$ cat config.mk
export PLATFORM = sky130hd
export DESIGN_NAME = store_write_buffer
export DESIGN_NICKNAME = d
export VERILOG_FILES = /design/src/rtl/store_write_buffer.sv
export SDC_FILE = /design/constraint.sdc
export NUM_CORES = 1
export LEC_CHECK = 0
export ABC_AREA = 1
export BUFFER_PORTS_ARGS = -buffer_cell sky130_fd_sc_hd__buf_4
export CORE_MARGIN = 10
export CORE_UTILIZATION = 54
export CTS_CLUSTER_SIZE = 12
export DETAILED_ROUTE_END_ITERATION = 8
export PLACE_DENSITY = 0.84
export SLEW_MARGIN = 20
export SYNTH_ARGS = -nofsm -noshare
export SYNTH_HDL_FRONTEND = slang
export SYNTH_SLANG_ARGS = --single-unit
$ cat constraint.sdc
create_clock -name sys_clk -period 1.91 [get_ports sys_clk]
set_input_delay 0.191 -clock sys_clk [delete_from_list [all_inputs] [get_ports sys_clk]]
set_output_delay 0.191 -clock sys_clk [all_outputs]
set_load 0.02 [all_outputs]
$ cat src/rtl/store_write_buffer.sv
// Purpose : posted-write FIFO between the store path and the BCU write port, with line-hazard flag and drain-on-shutdown.
// Latency : a store into an empty idle buffer is presented to the BCU (wb_request_n=0) one clock after it is accepted.
// Backpressure: st_stall while full or shutting down (registered state only; a same-cycle pop does not free a slot).
//
// Ports:
//   sys_clk, iResetn                    clock, asynchronous active-low reset
//   st_request_n/st_address/st_data/st_size, st_stall
//                                       store input (active-low pulse), stall back to the producer
//   wb_request_n/wb_address/wb_data/wb_size, wb_accept_n
//                                       BCU write request (registered) and its one-clock accept
//   rd_check_address, rd_hazard         16-byte-line hazard check for a pending miss read
//   start_shutdown, finished_shutdown   drain request pulse, sticky drain-complete flag
//   wb_empty                            buffer holds no entries
module store_write_buffer #(
    parameter int DEPTH  = 4,
    parameter int PTR_W  = 2,
    parameter int ADDR_W = 32,
    parameter int DATA_W = 32
) (
    input  logic              sys_clk,
    input  logic              iResetn,
    input  logic              st_request_n,
    input  logic [ADDR_W-1:0] st_address,
    input  logic [DATA_W-1:0] st_data,
    input  logic              st_size,
    output logic              st_stall,
    output logic              wb_request_n,
    output logic [ADDR_W-1:0] wb_address,
    output logic [DATA_W-1:0] wb_data,
    output logic              wb_size,
    input  logic              wb_accept_n,
    input  logic [ADDR_W-1:0] rd_check_address,
    output logic              rd_hazard,
    input  logic              start_shutdown,
    output logic              finished_shutdown,
    output logic              wb_empty
);

    typedef struct packed {
        logic [ADDR_W-1:0] addr;
        logic [DATA_W-1:0] data;
        logic              size;
    } entry_t;

    localparam logic [1:0] S_IDLE = 2'd0;
    localparam logic [1:0] S_REQ  = 2'd1;
    localparam logic [1:0] S_GAP  = 2'd2;

    localparam logic [PTR_W:0] FULL_CNT = (PTR_W+1)'(DEPTH);

    entry_t           mem [DEPTH];
    logic [PTR_W-1:0] head;
    logic [PTR_W-1:0] tail;
    logic [PTR_W:0]   count;
    logic [1:0]       state;
    logic             gap_cnt;
    logic             shutting;

    logic             push;
    logic             pop;

    assign st_stall = (count == FULL_CNT) | shutting;
    assign wb_empty = (count == '0);
    assign push     = ~st_request_n & ~st_stall;
    assign pop      = (state == S_REQ) & ~wb_accept_n;

    // Storage and write pointer
    always_ff @(posedge sys_clk or negedge iResetn) begin
        if (!iResetn) begin
            for (int i = 0; i < DEPTH; i++) begin
                mem[i] <= '0;
            end
            tail <= '0;
        end else if (push) begin
            mem[tail] <= '{addr: st_address, data: st_data, size: st_size};
            tail      <= tail + 1'b1;
        end
    end

    // Occupancy: simultaneous push and pop leave it unchanged
    always_ff @(posedge sys_clk or negedge iResetn) begin
        if (!iResetn) begin
            count <= '0;
        end else if (push && !pop) begin
            count <= count + 1'b1;
        end else if (pop && !push) begin
            count <= count - 1'b1;
        end
    end

    // Drain FSM; the head entry is popped only when its request is accepted
    always_ff @(posedge sys_clk or negedge iResetn) begin
        if (!iResetn) begin
            state        <= S_IDLE;
            gap_cnt      <= 1'b0;
            head         <= '0;
            wb_request_n <= 1'b1;
            wb_address   <= '0;
            wb_data      <= '0;
            wb_size      <= 1'b0;
        end else begin
            case (state)
                S_IDLE: begin
                    if (count != '0) begin
                        wb_address   <= mem[head].addr;
                        wb_data      <= mem[head].data;
                        wb_size      <= mem[head].size;
                        wb_request_n <= 1'b0;
                        state        <= S_REQ;
                    end
                end
                S_REQ: begin
                    if (!wb_accept_n) begin
                        head         <= head + 1'b1;
                        wb_request_n <= 1'b1;
                        gap_cnt      <= 1'b0;
                        state        <= S_GAP;
                    end
                end
                S_GAP: begin
                    // Two idle clocks let the BCU settle before the next request
                    if (gap_cnt) begin
                        state <= S_IDLE;
                    end else begin
                        gap_cnt <= 1'b1;
                    end
                end
                default: begin
                    state        <= S_IDLE;
                    wb_request_n <= 1'b1;
                end
            endcase
        end
    end

    // Shutdown: the flag is sticky until reset; a repeated pulse changes nothing
    always_ff @(posedge sys_clk or negedge iResetn) begin
        if (!iResetn) begin
            shutting          <= 1'b0;
            finished_shutdown <= 1'b0;
        end else begin
            if (start_shutdown) begin
                shutting <= 1'b1;
            end
            if (shutting && (count == '0) && (state == S_IDLE)) begin
                finished_shutdown <= 1'b1;
            end
        end
    end

    // Hazard compare against occupied slots only; slot i is occupied when its
    // distance from head (mod DEPTH) is below count. The entry under request
    // stays occupied until its pop.
    logic [PTR_W-1:0] offs;
    always_comb begin
        rd_hazard = 1'b0;
        offs      = '0;
        for (int i = 0; i < DEPTH; i++) begin
            offs = PTR_W'(i) - head;
            if (({1'b0, offs} < count) &&
                (mem[i].addr[ADDR_W-1:4] == rd_check_address[ADDR_W-1:4])) begin
                rd_hazard = 1'b1;
            end
        end
    end

endmodule

==> flow_summary.ini <==
[yosys]
synth_mux_area_frac = 0.09739
synth-simple-area-share = 0.2185
synth_area_leaders = dfrtp_1, nand2_1, mux2_2
syn-num-nets = 2023
synth_compound_area_frac = 0.07706
synthArstFlopShare = 1.000
synth_top_area_frac = 0.5112
synth_area_um2 = 16500
synth_top_family_by_area = simple AND/OR/NAND/NOR gates
synth_top_area_cell = dfrtp_1
avgSynthCellArea_um2 = 8.632
synthAdderAreaFrac = 0.008040
ys_types = 34
ys_warn_count = 0
ys.flop_type = dfrtp_1
ys_seq_area_frac = 0.5128
postSynthCellCount = 1911
ys_seq_elements = 338
yosys.area_share.xor_xnor = 0.01327
synth_edf_count = 0

[place]
io_buffers = 167
place_congestion = 0.8837
placed_area_um2 = 18530
hpwl_um = 30220

[final_layout]
drive_above_1_share = 0.2039
layout_common_cells = nand2_1, dfrtp_1, buf_4
fin_util = 0.6855
nets = 2283
fin_area_um2 = 20480
final_common_cell = nand2_1
area_growth_pct = 24.14

[timing]
period_needed_ns = 2.460
slew_headroom = 0.6200
tightestPinTransition_ns = 0.5700
hold_violations = 0
rsz0062_at_grt = yes
finalClockSkew_ns = 0.02009
setup_viol = 1
setup_ws_ns = -0.5498
finalCritPeriodShare = 1.288
fmax_ghz = 0.4065
whs_ns = 0.1234
drv_slew = 0

[floorplan]
core_um2 = 29870
die_x_um = 194.8
start_util = 0.5522
rows = 63
fp.dieH_um = 194.8
pin_count = 172
die_area_um2 = 37940

[pwr]
p_leak_nw = 10.63
finalPower_w = 0.02484
power_density_nw_per_um2 = 1213
irDropWorstVdd_mv = 1.014

[clock_tree]
cts-buffers-inserted = 38
cts.sinks = 338
h-tree-depth = 2
cts_buffer_depth = 3
cts-root-buf = clkbuf_16
clk_pin_slew_ns = 0.06
worstSkewPairLatency_ns = 0.54
cts_tree = built

[route]
route.detailed.drc = 0
drt-initial-drc-count = 1102
postRouteAntennaNets = 0
routed_via_density = 5.493
vias = 14232
firstDrtPassIters = 7
wl_per_cell_um = 18.55
wl_um = 48070

[critical_path]
end_kind = output port
critPathKind = flip-flop to output port
cp_max_fo = 4
crit_required_ns = 1.72
arrival_ns = 2.27
startpoint_type = flip-flop

[min_path]
hold_class = input port to flip-flop

[global_route]
track_usage = 0.2466
grt_overflow = 0
grt_max_degree = 69
antenna_found_initial = 5
grt_pass1_vias = 14872
grt_pass1_wl_um = 77470

[run]
max-cap-violations = 0

[status]
status = complete, but fails checks
failed_checks = setup timing
==> worst paths after layout <==
kind | from | endpoint | slack, ns | cells past startpoint
worst max register to register | count[1]$_DFFE_PN0P_ | mem[225]$_DFFE_PN0P_ | 0.07 | 8
worst max-delay path | head[0]$_DFFE_PN0P_ | rd_hazard | -0.55 | 13
worst min-delay path | st_request_n | tail[1]$_DFFE_PN0P_ | 0.12 | 6
worst min register to register | finished_shutdown$_DFFE_PN0P_ | finished_shutdown$_DFFE_PN0P_ | 0.46 | 1
max in group asynchronous | iResetn | mem[155]$_DFFE_PN0P_ | 0.94 | 4
min in group asynchronous | iResetn | mem[185]$_DFFE_PN0P_ | 0.14 | 2
==> layer usage <==
layer	global-route usage	vias to the layer above	share of wire
li1	-	6556	-
met1	0.3063	6912	0.40
met2	0.4230	646	0.49
met3	0.04560	116	0.082
met4	0.08312	2	0.028
met5	0	-	0.00027
==> state kept, by name, summed over array words and instances (netlist names) <==
name,count
count,3
finished_shutdown,1
gap_cnt,1
head,2
mem,260
shutting,1
state,2
tail,2
wb_address,32
wb_data,32
wb_request_n,1
wb_size,1
==> report_power, final <==
group | leakage [nW] | internal, W | switching [W]
registers | 3.96 | 0.00819 | 0.000691
logic | 6.09 | 0.00330 | 0.00571
clock network | 0.578 | 0.00399 | 0.00297
total | 10.6 | 0.0155 | 0.00936
==> worst max-delay path, stage by stage, from the launching register on <==
cell     delay (ns)
dfrtp_2        0.47
nand2_8        0.10
inv_6          0.04
nor2_4         0.10
inv_2          0.06
ha_4           0.21
a21oi_2        0.12
nor2_1         0.04
nor2_1         0.11
nand2_1        0.06
nor2_1         0.13
nor2_1         0.07
nand2_2        0.09
buf_6          0.13
==> timing repair <==
| item | CTS | global route |
|---|---|---|
| hold buffers | 68 | 0 |
| endpoints found under the hold margin | 527 | 0 |
| setup endpoints to repair | 12 | 74 |
| pin swaps | 5 | 4 |
| gates resized for setup | 5 | 9 |
| buffers inserted | 2 | 4 |
==> final cells by class <==
type / instances / area [um^2]
clock buffers: 57 / 1102
multi-input cells: 1310 / 6912
clock inverters: 9 / 63.81
inverters: 182 / 690.7
fillers: 2187 / 9397
flip-flops and latches: 338 / 8463
diodes: 4 / 10.01
well taps: 390 / 488.0
repair buffers: 301 / 2749
==> synthesized netlist by cell type, drive strengths merged, types with 2 or more instances <==
cell     number
buf          53
nand2       838
a21oi        10
o21ai       130
mux2        134
ha            9
inv         182
dfrtp       337
xor2         24
nand3         2
clkbuf       28
nand4         2
o2111ai      63
nor2         94
==> stage by stage <==
step	TNS, ns	setup slack (ns)	instances
after floorplan	0	0.004431	1911
after global placement	-0.08203	-0.08203	2447
after detailed placement	-0.09309	-0.09309	2447
after CTS	-0.6101	-0.5783	2583
after global routing	-0.6978	-0.6371	2591
final	-0.5498	-0.5498	2591
==> cells by family after synthesis <==
group,count (synthesis)
simple gates,937
fa+ha+maj,10
buf+inv,263
xor+xnor,25
mux,134
compound gates,204
flops,338
Note: power is estimated with default switching activity, not from simulation.
